==> config.mk <==
export PLATFORM = sky130hd
export DESIGN_NAME = multi_gate_unit
export DESIGN_NICKNAME = d
export VERILOG_FILES = /design/src/rtl/multi_gate_unit.sv
export SDC_FILE = /design/constraint.sdc
export NUM_CORES = 1
export LEC_CHECK = 0
export BUFFER_PORTS_ARGS = -buffer_cell sky130_fd_sc_hd__buf_2
export CAP_MARGIN = 20
export CORE_MARGIN = 5
export CORE_UTILIZATION = 30
export DETAILED_ROUTE_END_ITERATION = 6
export SLEW_MARGIN = 40
export SYNTH_ARGS = -nofsm -noshare
export SYNTH_HDL_FRONTEND = slang
export SYNTH_SLANG_ARGS = --single-unit
==> constraint.sdc <==
create_clock -name clk -period 2.15 [get_ports clk]
set_input_delay 0.215 -clock clk [delete_from_list [all_inputs] [get_ports clk]]
set_output_delay 0.215 -clock clk [all_outputs]
set_load 0.01 [all_outputs]
==> src/rtl/multi_gate_unit.sv <==
// multi_gate_unit: per-bit logic gate unit with a 2-entry in-order result queue,
// a saturating accepted-operation counter and a sticky illegal-mode flag.
// Optional feature: define MULTI_GATE_REDUCE_EN to add the f_red port, which is the
// XOR-reduction of the head result.
module multi_gate_unit #(
  parameter int unsigned WIDTH = 8,
  parameter int unsigned CNT_W = 16
) (
  input  logic             clk,
  input  logic             rst_n,
  input  logic             in_valid,
  output logic             in_ready,
  input  logic [WIDTH-1:0] a,
  input  logic [WIDTH-1:0] b,
  input  logic [2:0]       mode,
  output logic             out_valid,
  input  logic             out_ready,
  output logic [WIDTH-1:0] f,
  output logic [CNT_W-1:0] op_count,
`ifdef MULTI_GATE_REDUCE_EN
  output logic             f_red,
`endif
  output logic             err
);

  typedef enum logic [2:0] {
    ModeAnd     = 3'd0,
    ModeNand    = 3'd1,
    ModeOr      = 3'd2,
    ModeNor     = 3'd3,
    ModeXor     = 3'd4,
    ModeXnor    = 3'd5,
    ModeNotA    = 3'd6,
    ModeIllegal = 3'd7
  } mode_e;

  localparam logic [1:0] Depth = 2'd2;

  logic [WIDTH-1:0] mem_q [2];
  logic [WIDTH-1:0] mem_d [2];
  logic             wr_ptr_q, wr_ptr_d;
  logic             rd_ptr_q, rd_ptr_d;
  logic [1:0]       count_q, count_d;
  logic [CNT_W-1:0] cnt_q, cnt_d;
  logic             err_q, err_d;

  logic [WIDTH-1:0] gate_res;
  logic             illegal;
  logic             push;
  logic             pop;

  // Gate evaluation of the presented operand set; illegal mode yields zeros.
  always_comb begin
    gate_res = '0;
    illegal  = 1'b0;
    unique case (mode_e'(mode))
      ModeAnd:     gate_res = a & b;
      ModeNand:    gate_res = ~(a & b);
      ModeOr:      gate_res = a | b;
      ModeNor:     gate_res = ~(a | b);
      ModeXor:     gate_res = a ^ b;
      ModeXnor:    gate_res = ~(a ^ b);
      ModeNotA:    gate_res = ~a;
      ModeIllegal: illegal  = 1'b1;
      default:     gate_res = '0;
    endcase
  end

  // Handshakes; in_ready depends only on stored occupancy, never on out_ready.
  always_comb begin
    in_ready  = (count_q != Depth);
    out_valid = (count_q != 2'd0);
    push      = in_valid & in_ready;
    pop       = out_valid & out_ready;
  end

  // Queue, counter and error next-state.
  always_comb begin
    mem_d    = mem_q;
    wr_ptr_d = wr_ptr_q;
    rd_ptr_d = rd_ptr_q;
    count_d  = count_q;
    cnt_d    = cnt_q;
    err_d    = err_q;
    if (push) begin
      mem_d[wr_ptr_q] = gate_res;
      wr_ptr_d        = ~wr_ptr_q;
      // Saturate rather than wrap.
      if (cnt_q != {CNT_W{1'b1}}) begin
        cnt_d = cnt_q + 1'b1;
      end
      if (illegal) begin
        err_d = 1'b1;
      end
    end
    if (pop) begin
      rd_ptr_d = ~rd_ptr_q;
    end
    unique case ({push, pop})
      2'b10:   count_d = count_q + 2'd1;
      2'b01:   count_d = count_q - 2'd1;
      default: count_d = count_q;
    endcase
  end

  // State registers; reset discards every queued result.
  always_ff @(posedge clk or negedge rst_n) begin
    if (!rst_n) begin
      mem_q[0] <= '0;
      mem_q[1] <= '0;
      wr_ptr_q <= 1'b0;
      rd_ptr_q <= 1'b0;
      count_q  <= 2'd0;
      cnt_q    <= '0;
      err_q    <= 1'b0;
    end else begin
      mem_q    <= mem_d;
      wr_ptr_q <= wr_ptr_d;
      rd_ptr_q <= rd_ptr_d;
      count_q  <= count_d;
      cnt_q    <= cnt_d;
      err_q    <= err_d;
    end
  end

  // Head result is forced to zero whenever the queue is empty.
  always_comb begin
    f        = out_valid ? mem_q[rd_ptr_q] : '0;
    op_count = cnt_q;
    err      = err_q;
  end

`ifdef MULTI_GATE_REDUCE_EN
  // Parity of the head result; f is already zero while empty.
  always_comb begin
    f_red = ^f;
  end
`endif

endmodule
==> Word level (Yosys, flattened, before mapping) <==
Index checks and enable logic that the tools add are counted.
W data, S select, Z words.
{ "word_totals": {"ff_bits": 37, "inputBits": 23, "out_inout_bits": 27, "elab_cells": 53} }
{ "classes": {"n_addsub": 3, "n_lt_le_gt_ge": 3, "eq_ne": 11, "mux": 10, "n_bitwise": 13, "n_reduce_logical": 6} }
{ "op_table": {"columns": ["cell", "n"], "rows": [
  ["$pmux W8 S7", 1],
  ["$mux W8", 5],
  ["$not A8 Y8", 4],
  ["$add A16 B1 Y16 const B", 1],
  ["$bwmux W16", 1],
  ["$ne A16 B16 Y1 const B", 1],
  ["$eq A3 B3 Y1 const B", 4],
  ["$and A8 B8 Y8", 1],
  ["$demux W8 S1", 1],
  ["$or A8 B8 Y8", 1],
  ["$xor A8 B8 Y8", 1],
  ["$eq A3 B2 Y1 const B", 2],
  ["$ge A2 B2 Y1 const B", 2],
  ["$not A1 Y2", 2],
  ["$pmux W2 S2", 1],
  ["$reduce_and A2 Y1", 2],
  ["$reduce_bool A2 Y1", 2],
  ["$eq A3 B1 Y1 const B", 1],
  ["$logic_not A3 Y1", 1],
  ["$add A2 B1 Y2 const B", 1],
  ["$and A1 B1 Y1", 2],
  ["$eq A2 B1 Y1 const B", 1],
  ["$eq A2 B2 Y1 const B", 1],
  ["$lt A2 B1 Y1 const B", 1],
  ["5 further kinds", 6]
]} }

==> Depth between registers and ports, before layout <==
Gate-level depths: netlist of run 1.
{ "depth": {"ltp_word": 6, "ltp_mapped": 7, "depth_no_buf": 6} }

==> Worst setup path before layout of run 1 <==
No wires, ideal clock.
{ "synth_path": {"path_kind": "flip-flop to flip-flop", "from": "reg cnt_q[0], in the netlist op_count[0]", "to": "reg cnt_q[1], in the netlist op_count[1]", "setup_ns": 0.125, "arrival_ns": 1.579, "required_time_ns": 2.025, "slack_ns": 0.446, "path_stages_with_launch": 6, "n_path_buf": 0, "synth_period_minus_slack_ns": 1.704, "path_cell_list": "dfrtp_1 -> ha_1 -> nand4_2 -> nor4_4 -> nor2_2 -> mux2_4"} }
{ "synth_between": {"elab_chain_cells": 2, "word_cells_on_any_way": 3, "cone_classes": "add/sub (1); eq/ne (1); reduce/logical (1)"} }
{ "synth_lines": {"columns": ["element", "line", "text"], "rows": [
  ["start: declaration", "44", "logic [CNT_W-1:0] cnt_q, cnt_d;"],
  ["start signal: assignment", "121", "cnt_q <= cnt_d;"],
  ["branches (longest 2 deep; another with $add A16 B1 Y16)", null, null]
]} }
Parallel ways; which one is timed is not known.
A chain may end at the register's enable or synchronous reset.

==> Final worst setup path of run 1 <==
{ "layout_path": {"from": "reg count_q[1]", "to": "reg mem_q[11] (netlist name)"} }
{ "layout_between": {"elab_chain_cells": 2} }
{ "layout_lines": {"columns": ["element", "line", "text"], "rows": [
  ["start: declaration", "43", "logic [1:0] count_q, count_d;"],
  ["start signal: assignment", "120", "count_q <= count_d;"],
  ["$ne A2 B2 Y1", "71", "in_ready = (count_q != Depth);"],
  ["$and A1 B1 Y1", "73", "push = in_valid & in_ready;"],
  ["end signal: assignment", "117", "mem_q <= mem_d;"],
  ["end: declaration", "39", "logic [WIDTH-1:0] mem_q [2];"]
]} }
Every way passes these cells.

==> results of run 1 <==
final cells by class:
type	instances	area share
repair buffers	52	0.100
clock buffers	6	0.0250
inverters	19	0.0246
well taps	102	0.0440
flip-flops and latches	37	0.319
clock inverters	2	0.00517
multi-input cells	183	0.482
cells by family after synthesis:
logic type,Yosys count
mux,28
xor+xnor,20
buf+inv,28
fa+ha+maj,18
simple gates,87
compound gates,30
flops,37
cell usage after synthesis, types with 2 or more instances:
cell type / n / share of area
nor4_1: 4 / 0.010
and3_1: 2 / 0.0051
and2_1: 3 / 0.0077
nor2_1: 20 / 0.031
o211a_1: 5 / 0.021
or3b_2: 3 / 0.011
inv_1: 19 / 0.029
mux2i_1: 13 / 0.053
a21oi_1: 2 / 0.0041
ha_1: 18 / 0.092
nand3_1: 8 / 0.016
nor2b_1: 2 / 0.0051
xnor2_1: 2 / 0.0072
buf_2: 5 / 0.010
nand2_1: 19 / 0.029
clkbuf_1: 4 / 0.0062
dfrtp_1: 37 / 0.38
xor2_1: 18 / 0.065
o21ai_0: 12 / 0.025
nor4b_1: 3 / 0.011
o211ai_1: 3 / 0.0092
nor3_1: 8 / 0.016
o221ai_1: 5 / 0.018
mux2_2: 14 / 0.065
nand2b_1: 7 / 0.018
sequential cells by signal, indices dropped and copies added, names as in the netlist:
name	flops
wr_ptr_q	1
err	1
rd_ptr_q	1
mem_q	16
count_q	2
op_count	16
worst max path at each step:
stage                            start                 endpoint  slack (ns)  depth (start not counted)
6_report        count_q[1]$_DFFE_PN0P_    mem_q[11]$_DFFE_PN0P_        0.34                          4
5_1_grt        op_count[0]$_DFFE_PN0P_  op_count[1]$_DFFE_PN0P_        0.22                          5
4_1_cts         count_q[1]$_DFFE_PN0P_    mem_q[13]$_DFFE_PN0P_        0.32                          4
3_5_place_dp    count_q[1]$_DFFE_PN0P_    mem_q[13]$_DFFE_PN0P_        0.34                          4
3_3_place_gp    count_q[1]$_DFFE_PN0P_    mem_q[11]$_DFFE_PN0P_        0.41                          4
2_1_floorplan  op_count[0]$_DFFE_PN0P_  op_count[1]$_DFFE_PN0P_        0.45                          5
per-layer routing:
layer,routed length (um),track usage,part of all wire,up-vias
li1,-,-,-,959
met1,2340,0.134,0.45,914
met2,2730,0.186,0.52,18
met3,94,0.0160,0.018,4
met4,47,0.0249,0.0090,0
met5,0,0,0,-
stage by stage:
step,setup WS (ns),cells
3_3_place_gp,0.406,391
6_report,0.337,401
5_1_grt,0.218,401
4_1_cts,0.324,401
2_1_floorplan,0.446,248
3_5_place_dp,0.339,392
worst min-delay path, stage by stage:
cell and delay, ns:
buf_2 0.09, nor2b_1 0.15, xor2_1 0.13
placed cells by master, fill, tap and decap left out, drive strengths merged:
| master | count |
|---|---|
| nor4b | 3 |
| clkinvlp | 2 |
| xor2 | 18 |
| ha | 18 |
| inv | 19 |
| mux2i | 13 |
| dlygate4sd3 | 1 |
| nor4 | 5 |
| nand3b | 1 |
| mux2 | 15 |
| nand4 | 3 |
| nor2 | 21 |
| nand2b | 7 |
| nand3 | 9 |
| nand2 | 19 |
| clkbuf | 6 |
| o211ai | 3 |
| o21ai | 12 |
| dfrtp | 37 |
| a21oi | 2 |
| xnor2 | 2 |
| and2 | 3 |
| nor3 | 8 |
| and3 | 2 |
| buf | 51 |
| a21bo | 1 |
| o21bai | 1 |
| nor2b | 2 |
| o221ai | 5 |
| or2b | 1 |
| or3b | 3 |
| o211a | 5 |
| a211oi | 1 |
report_power, final:
group / internal, mW / switching [mW] / leakage [nW]
Clock: 0.228 / 0.248 / 0.0374
Combinational: 0.567 / 0.607 / 0.983
Sequential: 0.949 / 0.237 / 0.461
Total: 1.74 / 1.09 / 1.48
==> metrics.md, run 1 <==
| Metric | Value |
|---|---|
| Status | `completed` |
| Fmax | `551 MHz` |
| GRT overflow | `0` |
| Post-CTS setup buffers | `0` |
| Vias | `1895` |
| WP data arrival | `1.98 ns` |
| Worst path max stage delay | `approximately 0.43 ns` |
| DR WL/cell | `13.0 um` |
| Period utilization | `0.843` |
| FP Rows | `32` |
| Slowest library cell on the worst path | `nor2_1` |
| Peak supply drop | `0.372 mV` |
| Worst Path Max Fanout | `11` |
| Cells after Synth | `248` |
| Hold crit path type | `input port to flop` |
| CTS tree | `yes` |
| Max-cap violation count | `0` |
| Register area | `926 um^2` |
| Synth Area in Compound Gates | `0.0868` |
| Overall Global Routing Usage | `0.105` |
| Synth Register Bits | `37` |
| # IOs | `50` |
| Final net count | `339` |
| Initial antenna violation count | `0` |
| Clk slew on worst S/H paths | `0.07 ns` |
| Core box area | `7810 um^2` |
| Layout fillers | `783` |
| Dominant synthesized flop cell | `dfrtp_1` |
| Ant. Diodes | `0` |
| Placer congestion estimate | `between 0.8 and 0.9` |
| Port bufs | `49` |
| Tmin final | `1.81 ns` |
| Worst Hold Launch | `out_ready` |
| Reg2reg setup slack | `0.34 ns` |
| Adder-Cell Fraction of Synth Area | `0.0924` |
| Hold Path Stages | `3` |
| Unrepaired setup endpoints after global routing | `false` |
| Post-synthesis mux area share | `0.124` |
| Largest family of logic cells by synthesized area | `simple AND/OR/NAND/NOR gates` |
| Async S/R FF share, synth | `1.00` |
| Clock Latency Late Sink | `0.28 ns` |
| Post-synthesis sequential area ratio | `0.380` |
| Unique cell type count in the Yosys netlist | `37` |
| Post-layout util | `0.372` |
| Finished layout cell area | `2900 um^2` |
| Reg2reg start | `count_q[1]$_DFFE_PN0P_` |
| Slew headroom | `0.643` |
| Post-route setup TNS | `0 ns` |
| Post-synth EDFFs | `0` |
| Drt via density | `around 4.7` |
| Total power per unit cell area | `977 nW/um^2` |
| Initial DRT Pass Iterations | `4` |
| Worst Tran Pin Value | `0.535 ns` |
| Largest net degree at the start of global routing | `22` |
| Crit path buffers/inverters | `0` |
| YS warnings | `0` |
| Final WL | `5220 um` |
| Clk buf depth | `2` |
| WS Path Type | `flop to flop` |
| CP delay by family, top | `simple AND/OR/NAND/NOR gates` |
| Path depth of the worst reg2reg path | `4` |
| Synth Area in Simple Gates | `0.199` |
| Reg2reg end | `mem_q[11]$_DFFE_PN0P_` |
| Startpoint types | `flop` |
| Hpwl dp | `4020 um` |
| Residual DRC | `0` |
| Share of layout cells above drive strength 1 | `0.278` |
| Cts hold-fix bufs | `1` |
| Initial core utilization | `0.312` |
| Average size of a mapped cell | `9.83 um^2` |
| Total Power | `2.84 mW` |
| Critical Path, Cell by Cell | `or2b_2 > nand2_1 > nor2_1 > mux2_2` |
| First-pass GRT wire length | `8620 um` |
| Die width | `100 um` |
| CTS HTree Levels | `2` |
| Synth Area in XOR/XNOR | `0.0719` |
| Final Max Tran Viols | `0` |
| CP Capture Type | `flop` |
| Synthesized area | `2440 um^2` |
| Post-CTS resize count | `0` |
| Syn Nets | `289` |
| Placed Instance Area | `~2800 um^2` |
| Fin Hold WS | `about 0.36 ns` |
| Final-report hold violation count | `0` |
| Multi-input logic area | `1400 um^2` |
| End of the worst hold path | `rd_ptr_q$_DFFE_PN0P_` |
| Post-Route Skew | `0.00688 ns` |
| Root buffer cell | `clkbuf_8` |
| Num CTS Buffers | `5` |
| WP data required | `2.32 ns` |
| Vias in the first global route | `1796` |
| Final setup vio count | `0` |
| Post-DRT Antenna Nets | `0` |
| Leak | `~1.5 nW` |
| P&R area growth vs syn | `19.1%` |
| Die Y | `100 um` |
| DR iter-0 viols | `between 40 and 50` |
| Die area | `10000 um^2` |
| CTS sink count | `37` |
Note: power is estimated with default switching activity, not from simulation.
==> inputs of run 2 (changes only) <==
==> constraint.sdc (replaced) <==
create_clock -name clk -period 1.85 [get_ports clk]
set_input_delay 0.185 -clock clk [delete_from_list [all_inputs] [get_ports clk]]
set_output_delay 0.185 -clock clk [all_outputs]
set_load 0.01 [all_outputs]
==> run 2 against run 1 <==
Die area unchanged. Sequential power up 13%. Register-to-register slack worse by 0.15 ns. Cell count up 2.5%. Critical path depth up 1. Worst hold slack worse by 0.042 ns. Largest power group is now combinational cells.
==> metrics.md, run 2 (synthesis gave the netlist of run 1 again) <==
| Metric | Value |
|---|---|
| Status | `completed` |
| CTS HTree Levels | `2 (unchanged)` |
| Initial DRT Pass Iterations | `4 (unchanged)` |
| Hpwl dp | `4200 um (+4.5%)` |
| Multi-input logic area | `1400 um^2 (unchanged)` |
| Final setup vio count | `0 (unchanged)` |
| P&R area growth vs syn | `21.4%` |
| # IOs | `50 (unchanged)` |
| Reg power frac | `0.409 (-0.009)` |
| Pint | `2.06 mW (+18%)` |
| Switching Power | `1.25 mW (+15%)` |
| Clk pwr share | `0.154 (-0.014)` |
| Post-route setup TNS | `0 ns (unchanged)` |
| Core box area | `7810 um^2 (unchanged)` |
| Clk buf depth | `2 (unchanged)` |
| Worst Path Max Fanout | `6 (-5)` |
| DR WL/cell | `13.3 um (+1.8%)` |
| Share of layout cells above drive strength 1 | `0.304 (+0.0266)` |
| Path depth of the worst reg2reg path | `5 (+1)` |
| Die area | `10000 um^2 (unchanged)` |
| Leak | `1.53 nW (+3.5%)` |
| Num CTS Buffers | `5 (unchanged)` |
| Startpoint types | `flop` |
| Residual DRC | `0 (unchanged)` |
| DR iter-0 viols | `44 (-4.3%)` |
| WS Path Type | `flop to flop` |
| Fmax | `600 MHz (+8.8%)` |
| Vias in the first global route | `1957 (+9.0%)` |
| Register area | `926 um^2 (unchanged)` |
| Post-DRT Antenna Nets | `0 (unchanged)` |
| Post-layout util | `0.379 (+0.00721)` |
| Tmin final | `1.67 ns (-0.146 ns)` |
| Unrepaired setup endpoints after global routing | `false` |
| Final-report hold violation count | `0 (unchanged)` |
| Total power per unit cell area | `1120 nW/um^2 (+14%)` |
| Post-CTS setup buffers | `0 (unchanged)` |
| Reg2reg setup slack | `0.18 ns (-0.15 ns)` |
| Die width | `100 um (unchanged)` |
| Vias | `1927 (+1.7%)` |
| Period utilization | `0.901 (+0.0578)` |
| Placer congestion estimate | `0.808 (+0.67%)` |
| Largest net degree at the start of global routing | `23 (+4.5%)` |
| CP Capture Type | `flop` |
| Overall Global Routing Usage | `0.114 (+0.00870)` |
| End of the worst hold path | `rd_ptr_q$_DFFE_PN0P_` |
| Final WL | `5450 um (+4.4%)` |
| Slew headroom | `0.644 (+0.00104)` |
| Initial antenna violation count | `0 (unchanged)` |
| Placed Instance Area | `2880 um^2 (+2.5%)` |
| Root buffer cell | `clkbuf_8` |
| Drt via density | `4.69 (-0.79%)` |
| CTS sink count | `37 (unchanged)` |
| WP data required | `2.02 ns (-0.30 ns)` |
| Placed insts | `404 (+3.1%)` |
| Port bufs | `49 (unchanged)` |
| Fin cells | `411 (+2.5%)` |
| Reg2reg start | `op_count[0]$_DFFE_PN0P_` |
| Most frequent cells in the layout | `buf_2, dfrtp_1, nor2_1` |
| Sw Ratio | `0.379 (-0.00620)` |
| Reg2reg end | `op_count[1]$_DFFE_PN0P_` |
| Commonest non-fill, non-tap cell in the layout | `buf_2` |
| Clk slew on worst S/H paths | `0.07 ns (about the same)` |
| Final net count | `351 (+3.5%)` |
| FP Rows | `32 (unchanged)` |
| Finished layout cell area | `2960 um^2 (+1.9%)` |
| GRT overflow | `0 (unchanged)` |
| Die Y | `100 um (unchanged)` |
| First-pass GRT wire length | `9270 um (+7.5%)` |
| WP data arrival | `1.83 ns (-0.15 ns)` |
| Hold Path Stages | `3 (unchanged)` |
| Comb pwr share | `0.436 (+0.022)` |
| Final Max Tran Viols | `0 (unchanged)` |
| Max-cap violation count | `0 (unchanged)` |
| Peak supply drop | `0.402 mV (+8.1%)` |
| CTS tree | `yes` |
| Worst Tran Pin Value | `0.534 ns (-0.00156 ns)` |
| Ant. Diodes | `0 (unchanged)` |
| Layout fillers | `797 (+1.8%)` |
| Hold crit path type | `input port to flop` |
| Post-Route Skew | `0.00264 ns (-0.00424 ns)` |
| Post-CTS resize count | `0 (unchanged)` |
| Initial core utilization | `0.312 (unchanged)` |
| Clock Latency Late Sink | `0.28 ns (about the same)` |
| Worst Hold Launch | `out_ready` |
-- run 2: cell count changes in the layout (fill, tap and decap cells not counted), sizes merged --
| cell | change |
|---|---|
| buf | +12 |
| clkbuf | -1 |
| clkinv | +1 |
| clkinvlp | -2 |
-- run 2: cell type report --
type	count	share of cell area
clock buffers	5	0.0233
clock inverters	1	0.00169
inverters	19	0.0241
multi-input cells	183	0.473
flip-flops and latches	37	0.313
well taps	102	0.0431
repair buffers	64	0.122
-- run 2: metal layers --
metal	share of wire	track usage
met2	0.51	0.195
met5	0	0
met1	0.45	0.144
met3	0.022	0.0215
met4	0.013	0.0352
-- run 2: how the worst max path moves through the flow --
stage | start | end | cells past startpoint
floorplan | op_count[0]$_DFFE_PN0P_ | op_count[1]$_DFFE_PN0P_ | 5
global placement | op_count[0]$_DFFE_PN0P_ | op_count[2]$_DFFE_PN0P_ | 6
detailed placement | op_count[0]$_DFFE_PN0P_ | op_count[1]$_DFFE_PN0P_ | 5
CTS | op_count[0]$_DFFE_PN0P_ | op_count[1]$_DFFE_PN0P_ | 5
global route | op_count[3]$_DFFE_PN0P_ | op_count[9]$_DFFE_PN0P_ | 5
finish | op_count[0]$_DFFE_PN0P_ | op_count[1]$_DFFE_PN0P_ | 5
-- run 2: per-stage QoR --
| step | setup slack (ns) | power [mW] | hold slack, ns |
|---|---|---|---|
| CTS | 0.105 | 3.37 | 0.312 |
| floorplan | 0.146 | 2.26 | -0.111 |
| finish | 0.183 | 3.31 | 0.314 |
| global route | 0.0423 | 3.59 | 0.333 |
| detailed placement | 0.117 | 2.84 | 0.179 |
| global placement | 0.188 | 2.81 | 0.184 |
-- run 2: repair_timing --
item | 4_1_cts | 5_1_grt
setup endpoints to repair | 0 | 3
hold buffers | 1 | 0
hold endpoints to repair | 20 | 0
-- run 2: power groups by stage --
stage                     Clock, mW  Sequential [mW]  Combinational [mW]
final                         0.511             1.35                1.44
after global routing          0.566             1.40                1.62
after CTS                     0.523             1.36                1.48
after detailed placement          0             1.37                1.47
after global placement            0             1.36                1.45
after floorplan                   0             1.32               0.941
-- run 2: worst max-delay path: stages, from the launching register on --
cell and delay (ns):
dfrtp_1 0.41, ha_1 0.22, nand4_2 0.20, nor4_4 0.30
nor2_2 0.10, mux2_4 0.31
==> inputs of run 3 (changes only) <==
--- a/config.mk
+++ b/config.mk
@@ -8,8 +8,9 @@
 export BUFFER_PORTS_ARGS = -buffer_cell sky130_fd_sc_hd__buf_2
 export CAP_MARGIN = 20
 export CORE_MARGIN = 5
-export CORE_UTILIZATION = 30
+export CORE_UTILIZATION = 50
 export DETAILED_ROUTE_END_ITERATION = 6
+export PLACE_DENSITY = 0.74
 export SLEW_MARGIN = 40
 export SYNTH_ARGS = -nofsm -noshare
 export SYNTH_HDL_FRONTEND = slang
==> run 3 against run 2 <==
Sequential power hardly changed. Die area is 36% lower. Critical endpoint is now op_count[6]$_DFFE_PN0P_. Power is 3.7% higher. Combinational power is 6% lower. Non-clock buffer count is 9 lower. Via count is 2.3% lower. First-iteration DRC count is 120% higher.
==> metrics.md, run 3 (synthesis gave the netlist of run 1 again) <==
| Metric | Value |
|---|---|
| Share of layout cells above drive strength 1 | `0.285 (-0.0194)` |
| Fmax | `592 MHz (-1.4%)` |
| Placed insts | `360 (-11%)` |
| Fin cells | `369 (-10%)` |
| Worst Path Max Fanout | `6 (unchanged)` |
| Post-DRT Antenna Nets | `0 (unchanged)` |
| Ant. Diodes | `0 (unchanged)` |
| Residual DRC | `0 (unchanged)` |
| Placer congestion estimate | `0.845 (+4.6%)` |
| Met2 Use GR | `0.253 (+0.0582)` |
| Clk buf depth | `2 (unchanged)` |
| Grt met3 use | `0.0497 (+0.0281)` |
| Path depth of the worst reg2reg path | `6 (+1)` |
| Register area | `926 um^2 (unchanged)` |
| Core box area | `4720 um^2 (-40%)` |
| Final WL | `4730 um (-13%)` |
| Post-layout util | `0.612 (+0.233)` |
| Slew headroom | `0.677 (+0.0332)` |
| WS Path Type | `flop to flop` |
| Drt via density | `5.10 (+8.8%)` |
| Critical Path, Cell by Cell | `ha_1 > nand4_2 > nor4_4 > buf_4 > nor4b_1 > xor2_1` |
| Post-CTS setup buffers | `0 (unchanged)` |
| Worst path max stage delay | `0.44 ns (+0.03 ns)` |
| Finished layout cell area | `2890 um^2 (-2.2%)` |
| Leak | `1.51 nW (-1.5%)` |
| CTS tree | `yes` |
| Largest net degree at the start of global routing | `38 (+65%)` |
| CTS HTree Levels | `2 (unchanged)` |
| Clk slew on worst S/H paths | `0.07 ns (about the same)` |
| Root buffer cell | `clkbuf_8` |
| Worst Tran Pin Value | `0.484 ns (-0.0497 ns)` |
| Initial core utilization | `0.516 (+0.204)` |
| Hold crit path type | `input port to flop` |
| Initial DRT Pass Iterations | `4 (unchanged)` |
| Most frequent cells in the layout | `buf_2, dfrtp_1, nor2_1` |
| Die Y | `79.8 um (-20%)` |
| FP Rows | `25 (-22%)` |
| Final-report hold violation count | `0 (unchanged)` |
| # IOs | `50 (unchanged)` |
| GRT overflow | `0 (unchanged)` |
| Die width | `79.8 um (-20%)` |
| Reg2reg end | `op_count[6]$_DFFE_PN0P_` |
| Final setup vio count | `0 (unchanged)` |
| Critical Path Source | `op_count[0]$_DFFE_PN0P_` |
| Hpwl dp | `3630 um (-14%)` |
| WP data arrival | `1.90 ns (+0.07 ns)` |
| Met1 usage | `0.215 (+0.0704)` |
| Placed Instance Area | `2760 um^2 (-3.9%)` |
| Multi-input logic area | `1400 um^2 (unchanged)` |
| CTS sink count | `37 (unchanged)` |
| P&R area growth vs syn | `18.7%` |
| Unrepaired setup endpoints after global routing | `false` |
| CP Capture Type | `flop` |
| Die area | `6370 um^2 (-36%)` |
| Startpoint types | `flop` |
| DR iter-0 viols | `98 (+120%)` |
| Layout fillers | `415 (-48%)` |
| First-pass GRT wire length | `8130 um (-12%)` |
| Period utilization | `0.914 (+0.0124)` |
| Total power per unit cell area | `1190 nW/um^2 (+6.1%)` |
| Peak supply drop | `0.924 mV (+130%)` |
| Slowest library cell on the worst path | `dfrtp_1` |
| Final net count | `342 (-2.6%)` |
| Port bufs | `49 (unchanged)` |
| CP endpoint | `op_count[6]$_DFFE_PN0P_` |
| Post-route setup TNS | `0 ns (unchanged)` |
| DR WL/cell | `12.8 um (-3.4%)` |
| Vias in the first global route | `1832 (-6.4%)` |
| Tmin final | `1.69 ns (+0.0230 ns)` |
| Layer with the highest usage | `met2` |
| Vias | `1882 (-2.3%)` |
| Overall Global Routing Usage | `0.163 (+0.0492)` |
| Clock Latency Late Sink | `0.29 ns (about the same)` |
| Fin Hold WS | `0.273 ns (-0.0402 ns)` |
| WP data required | `2.06 ns (+0.04 ns)` |
| Num CTS Buffers | `5 (unchanged)` |
| Commonest non-fill, non-tap cell in the layout | `buf_2` |
| Status | `completed` |
| Initial antenna violation count | `0 (unchanged)` |
| Max-cap violation count | `0 (unchanged)` |
| Reg2reg start | `op_count[0]$_DFFE_PN0P_` |
| Reg2reg setup slack | `0.16 ns (-0.02 ns)` |
| Post-Route Skew | `0.00526 ns (+0.00262 ns)` |
| Final Max Tran Viols | `0 (unchanged)` |
-- run 3: cell types whose count changed in the layout (fill, tap and decap cells not counted), sizes merged --
cell | previous run | this run
buf | 63 | 54
bufinv | 0 | 1
clkbuf | 5 | 7
clkinv | 1 | 0
-- run 3: timing repair --
| action | 4_1_cts | 5_1_grt |
|---|---|---|
| gates resized for setup | 0 | 0 |
| hold buffers | 0 | 1 |
| endpoints found under the hold margin | 0 | 37 |
-- run 3: layout make-up --
| type | count | share of cell area |
|---|---|---|
| Timing Repair Buffer | 55 | 0.102 |
| Sequential cell | 37 | 0.320 |
| Tap cell | 67 | 0.0290 |
| Clock inverter | 1 | 0.0104 |
| Inverter | 19 | 0.0247 |
| Clock buffer | 7 | 0.0298 |
| Multi-Input combinational cell | 183 | 0.484 |
-- run 3: metal layers --
layer	wire, um	vias to the layer above
met5	0	-
met4	55	0
met3	226	5
met2	2200	35
met1	2240	882
li1	-	960
-- run 3: critical path: cells and delay by family (launching register included) --
kind	cells	cell delay [ns]
simple gates	3	0.58
flops	1	0.44
fa+ha+maj	1	0.26
xor+xnor	1	0.17
buf+inv	1	0.16
-- run 3: worst min path at each step --
stage                     startpoint                     end  depth (start not counted)
after floorplan                rst_n  count_q[0]$_DFFE_PN0P_                          0
after global placement         rst_n   mem_q[11]$_DFFE_PN0P_                          1
after detailed placement       rst_n   mem_q[11]$_DFFE_PN0P_                          1
after CTS                      rst_n   mem_q[11]$_DFFE_PN0P_                          1
after global routing         mode[0]         err$_DFFE_PN0P_                          3
final                      out_ready    rd_ptr_q$_DFFE_PN0P_                          3
-- run 3: through the flow --
step,setup slack [ns],total power [mW]
after floorplan,0.146,2.26
final,0.160,3.43
after global placement,0.244,2.71
after detailed placement,0.176,2.75
after global routing,0.0466,3.71
after CTS,0.152,3.49
-- run 3: report_power, final --
part | switching, mW | internal (mW) | leakage (nW) | total (mW)
registers | 0.257 | 1.10 | 0.461 | 1.36
logic | 0.687 | 0.669 | 0.992 | 1.36
clock network | 0.277 | 0.439 | 0.0585 | 0.716
total | 1.22 | 2.21 | 1.51 | 3.43
